==> src/rtl/pc_pkg.sv <==
// Shared op encoding for the program counter / return-stack block.
package pc_pkg;

  localparam int OP_W = 3;

  typedef enum logic [OP_W-1:0] {
    PC_NEXT   = 3'd0,
    PC_JUMP   = 3'd1,
    PC_BRANCH = 3'd2,
    PC_CALL   = 3'd3,
    PC_RET    = 3'd4
  } op_t;

endpackage

==> src/rtl/program_counter_stack_return_stack.sv <==
// Parametrised LIFO of return addresses; only the fill count is reset.
module return_stack #(
  parameter int W     = 8,
  parameter int DEPTH = 4,
  parameter int DW    = $clog2(DEPTH + 1)
) (
  input  logic          clk,
  input  logic          rst_n,
  input  logic          push,
  input  logic          pop,
  input  logic [W-1:0]  push_data,
  output logic [W-1:0]  top,
  output logic [DW-1:0] depth,
  output logic          full,
  output logic          empty
);

  localparam int AW = $clog2(DEPTH);

  logic [W-1:0]  mem [DEPTH];
  logic [DW-1:0] cnt;
  logic [AW-1:0] top_idx;

  assign full    = (cnt == DW'(DEPTH));
  assign empty   = (cnt == '0);
  assign top_idx = AW'(cnt - DW'(1));
  assign top     = empty ? '0 : mem[top_idx];
  assign depth   = cnt;

  always_ff @(posedge clk) begin
    if (!rst_n) begin
      cnt <= '0;
    end else if (push && !full) begin
      cnt <= cnt + DW'(1);
    end else if (pop && !empty) begin
      cnt <= cnt - DW'(1);
    end
  end

  // Storage is deliberately left uncleared; an empty stack reads 0 via top.
  always_ff @(posedge clk) begin
    if (rst_n && push && !full) begin
      mem[cnt[AW-1:0]] <= push_data;
    end
  end

endmodule

==> src/rtl/program_counter_stack.sv <==
// Program counter with next-PC mux and a bounded return-address stack.
module program_counter_stack
  import pc_pkg::*;
#(
  parameter int                ADDR_W      = 8,
  parameter int                STACK_DEPTH = 4,
  parameter logic [ADDR_W-1:0] RESET_VEC   = '0
) (
  input  logic                               clk,
  input  logic                               rst_n,
  input  logic                               stall,
  input  logic [OP_W-1:0]                    op,
  input  logic [ADDR_W-1:0]                  target,
  input  logic [ADDR_W-1:0]                  offset,
  output logic [ADDR_W-1:0]                  pc,
  output logic [ADDR_W-1:0]                  ret_addr,
  output logic [$clog2(STACK_DEPTH+1)-1:0]   depth,
  output logic                               ovf,
  output logic                               unf
);

  localparam int DW = $clog2(STACK_DEPTH + 1);

  op_t               op_e;
  logic [ADDR_W-1:0] pc_inc;
  logic [ADDR_W-1:0] pc_next;
  logic              push;
  logic              pop;
  logic              ovf_set;
  logic              unf_set;
  logic              full;
  logic              empty;

  assign op_e   = op_t'(op);
  assign pc_inc = pc + ADDR_W'(1);

  always_comb begin
    pc_next = pc;
    push    = 1'b0;
    pop     = 1'b0;
    ovf_set = 1'b0;
    unf_set = 1'b0;
    case (op_e)
      PC_NEXT:   pc_next = pc_inc;
      PC_JUMP:   pc_next = target;
      PC_BRANCH: pc_next = pc + offset;
      PC_CALL: begin
        pc_next = target;
        if (full) ovf_set = 1'b1;
        else      push    = 1'b1;
      end
      PC_RET: begin
        // Returning from an empty stack degrades to a plain NEXT.
        if (empty) begin
          pc_next = pc_inc;
          unf_set = 1'b1;
        end else begin
          pc_next = ret_addr;
          pop     = 1'b1;
        end
      end
      default: pc_next = pc;
    endcase
  end

  always_ff @(posedge clk) begin
    if (!rst_n) begin
      pc  <= RESET_VEC;
      ovf <= 1'b0;
      unf <= 1'b0;
    end else if (!stall) begin
      pc  <= pc_next;
      ovf <= ovf | ovf_set;
      unf <= unf | unf_set;
    end
  end

  return_stack #(
    .W     (ADDR_W),
    .DEPTH (STACK_DEPTH),
    .DW    (DW)
  ) u_stack (
    .clk       (clk),
    .rst_n     (rst_n),
    .push      (push && !stall),
    .pop       (pop && !stall),
    .push_data (pc_inc),
    .top       (ret_addr),
    .depth     (depth),
    .full      (full),
    .empty     (empty)
  );

endmodule

==> config.mk <==
export PLATFORM = sky130hd
export DESIGN_NAME = program_counter_stack
export DESIGN_NICKNAME = d
export VERILOG_FILES = /design/src/rtl/pc_pkg.sv /design/src/rtl/program_counter_stack_return_stack.sv /design/src/rtl/program_counter_stack.sv
export SDC_FILE = /design/constraint.sdc
export NUM_CORES = 1
export LEC_CHECK = 0
export CAP_MARGIN = 20
export CORE_MARGIN = 10
export CORE_UTILIZATION = 31
export CTS_CLUSTER_DIAMETER = 80
export DETAILED_ROUTE_END_ITERATION = 16
export SLEW_MARGIN = 20
export SYNTH_ARGS = -nofsm -noshare
export SYNTH_HDL_FRONTEND = slang
export SYNTH_HIERARCHICAL = 1
export SYNTH_SLANG_ARGS = --single-unit
export TNS_END_PERCENT = 50
==> constraint.sdc <==
create_clock -name clk -period 6.8 [get_ports clk]
set_input_delay 2.04 -clock clk [delete_from_list [all_inputs] [get_ports clk]]
set_output_delay 2.04 -clock clk [all_outputs]
set_load 0.05 [all_outputs]
==> out/summary.txt <==
Total Routing Usage GR = 0.1041
DRT Pass-1 Iters = 4
slowest stage delay, CP = 860 ps
Starting Density = 0.3224
n_diodes = 0
Die Y-Extent = 110.3 um
ANT nets after route = 0
die width = 110.3 um
CTS resizes = 0
routability cong. = 0.7623
EDFF count, synth = 32
minimum clock period = 5393 ps
# Post-CTS Setup Buffers = 0
port bufs = 42
Worst Skew = 6.342 ps
vias in the first global route = 1819
H-tree Lvls = 2
Async S/R FF share, synth = 0
Area Overhead vs Synth = 24.09%
TritonCTS clock tree = built
predominant post-synthesis flop cell = edfxtp_1
first-pass GRT wire length = 9756 um
Peak supply drop = 0.00008451 V
Hold/Removal Path Class = register to register
cell-internal power = 461.3 uW
CTS Buffer Depth = 2
worst slew pin tran = 778.1 ps
fraction of layout cells with a size suffix above 1 = 0.08984
CP endpoint kind = output port
cell row count = 32
root buffer cell = clkbuf_8
die footprint = 0.01217 mm2
status = finished clean
number of synthesized register bits = 45
P_leak = 0.001076 uW
Max Clk Rate = 185.4 MHz
antenna violations before repair = 0
Final setup viols = 0
final period utilization = 0.7930
DP HPWL = 4861 um
unrepaired setup endpoints after global routing = false
max-slew violation total from the final report = 0
sequential group share of total power = 0.487
WL final = 6478 um
pin count of the biggest net entering global routing = 18
CTS clk-pin slew, worst paths = 90 ps
cell area after synthesis = 0.002530 mm2
final setup TNS = 0 ps
combinational power share = 0.179
Synth Net Count = 251
IO Pins = 43
clock latency at the later pin of the worst-skew pair = 310 ps
vias after detailed routing = 1873
DRT iter0 DRCs = 68
switch share = 0.2761
WP data required = 4760 ps
CP max FO = 14
DRC viols = 0
CP Class = register to output port
post-synthesis sequential area ratio = 0.4827
sw power = 176.0 uW
Max-slew headroom = 0.4806
crit-path cells = inv_1 -> ha_1 -> mux4_2 -> nor2b_1 -> clkdlybuf4s50_1
final hold viol count = 0
Final Core Density = 0.4000
syn_area_per_cell = 11.82 um2
yosys warns = 6
clock sinks = 45
CORE AREA = 0.007848 mm2
Max-Cap Viols = 0
critical path data arrival time = 3350 ps
CTS buffer count = 5
Routed WL per cell = 18.09 um
count of cell types in the netlist = 44
CP top delay family = buffers and inverters
total global routing overflow = 0
slowest cell on the critical path = clkdlybuf4s50_1
CTS hold repair buffers = 0
CP Launch Type = register
worst path bufs/invs = 2
Clock Power Share = 0.334
Nets = 292
Via-to-Cell Ratio = 5.232
Gate Count Post-Synth = 214
PwrDens = 203.0 mW/mm2
## layout by cell type, fill, tap and decap left out, types with 2 or more instances in the layout
cell type,count
mux2_2,2
a21o_1,2
nor2_1,5
nand3b_1,3
or3_1,3
clkbuf_8,5
nand3_1,6
dfxtp_1,13
inv_6,2
o21ai_0,14
a221oi_1,2
mux4_2,8
a21oi_1,13
a31oi_1,5
a211oi_1,3
o21a_1,4
nor2b_1,12
nand2_1,14
xor2_1,4
and4b_1,2
edfxtp_1,32
xnor2_1,7
inv_1,5
a22oi_1,3
ha_1,14
o211ai_1,3
clkdlybuf4s50_1,42
nor3_1,5
and3_1,7
## power groups by stage
stage,clock network (uW),registers (uW),logic [uW]
final,213,310,114
after global routing,232,312,124
after global placement,0,317,113
after floorplan,0,329,60.6
after CTS,220,311,115
after detailed placement,0,317,114
## routing by layer
| layer | global-route usage | vias to the layer above | part of all wire | wire [um] |
|---|---|---|---|---|
| li1 | - | 900 | - | - |
| met1 | 0.1429 | 919 | 0.47 | 3075 |
| met2 | 0.1561 | 48 | 0.46 | 2969 |
| met3 | 0.03424 | 6 | 0.060 | 387 |
| met4 | 0.02202 | 0 | 0.0069 | 45 |
| met5 | 0 | - | 0 | 0 |
## worst register-to-register path, stage by stage (launching register included)
cell and delay, ps:
dfxtp_1 840, inv_1 200, ha_1 290, and2_1 180, nor4bb_1 390, a21boi_2 450, and3_1 520
## cell usage after synthesis, drive strengths merged (2+ instances only)
cell type,count,share of area
a211oi,3,0.0089
a21o,2,0.0059
a21oi,14,0.032
a221oi,2,0.0069
a22oi,3,0.0089
a31oi,5,0.012
and3,7,0.017
and4b,2,0.0079
buf,5,0.017
clkbuf,3,0.0045
dfxtp,13,0.10
edfxtp,32,0.38
ha,14,0.069
inv,5,0.0074
mux2,2,0.0089
mux4,8,0.071
nand2,14,0.021
nand3,6,0.012
nand3b,3,0.0089
nor2,5,0.0074
nor2b,12,0.030
nor3,5,0.0099
o211ai,3,0.0089
o21a,4,0.012
o21ai,15,0.031
or3,3,0.0074
xnor2,7,0.024
xor2,4,0.014
## kinds of logic after synthesis
kind of cell	Yosys count	share of synthesized area
buf+inv	13	0.02918
flops	45	0.4827
fa+ha+maj	15	0.07715
compound gates	55	0.1405
simple gates	65	0.1523
xor+xnor	11	0.03808
mux	10	0.08012
## sequential cells by signal, indices dropped and copies added, names as in the netlist
signal,cells
unf,1
u_stack/mem,32
pc,8
ovf,1
u_stack/depth,3
## worst paths after layout
kind / start / end / slack [ps] / cells after the start
worst max-delay path: u_stack/depth[0] / ret_addr[0] / 1410 / 5
worst min-delay path: unf / unf / 470 / 1
worst max register to register: u_stack/depth[0] / u_stack/mem[2][5] / 3580 / 6
worst min register to register: unf / unf / 470 / 1
## cell type report
type / instances / area (um2)
multi-input combinational: 156 / 1235
clock inverter: 3 / 47.55
inverter: 5 / 18.77
sequential: 45 / 1221
tap: 102 / 127.6
timing repair buffer: 42 / 420.4
fill: 779 / 4708
clock buffer: 5 / 68.82
## through the flow
stage	total power, uW	cell area, um2	std cells	setup WS [ps]	hold slack [ps]
after detailed placement	431.0	3023	350	1679	463.0
after CTS	645.9	3139	358	1315	484.4
after floorplan	389.7	2530	214	2330	745.1
after global routing	668.1	3139	358	1113	494.5
final	637.2	3139	358	1407	473.5
after global placement	430.4	3023	350	1705	450.6
(Power assumes the default switching activity.)
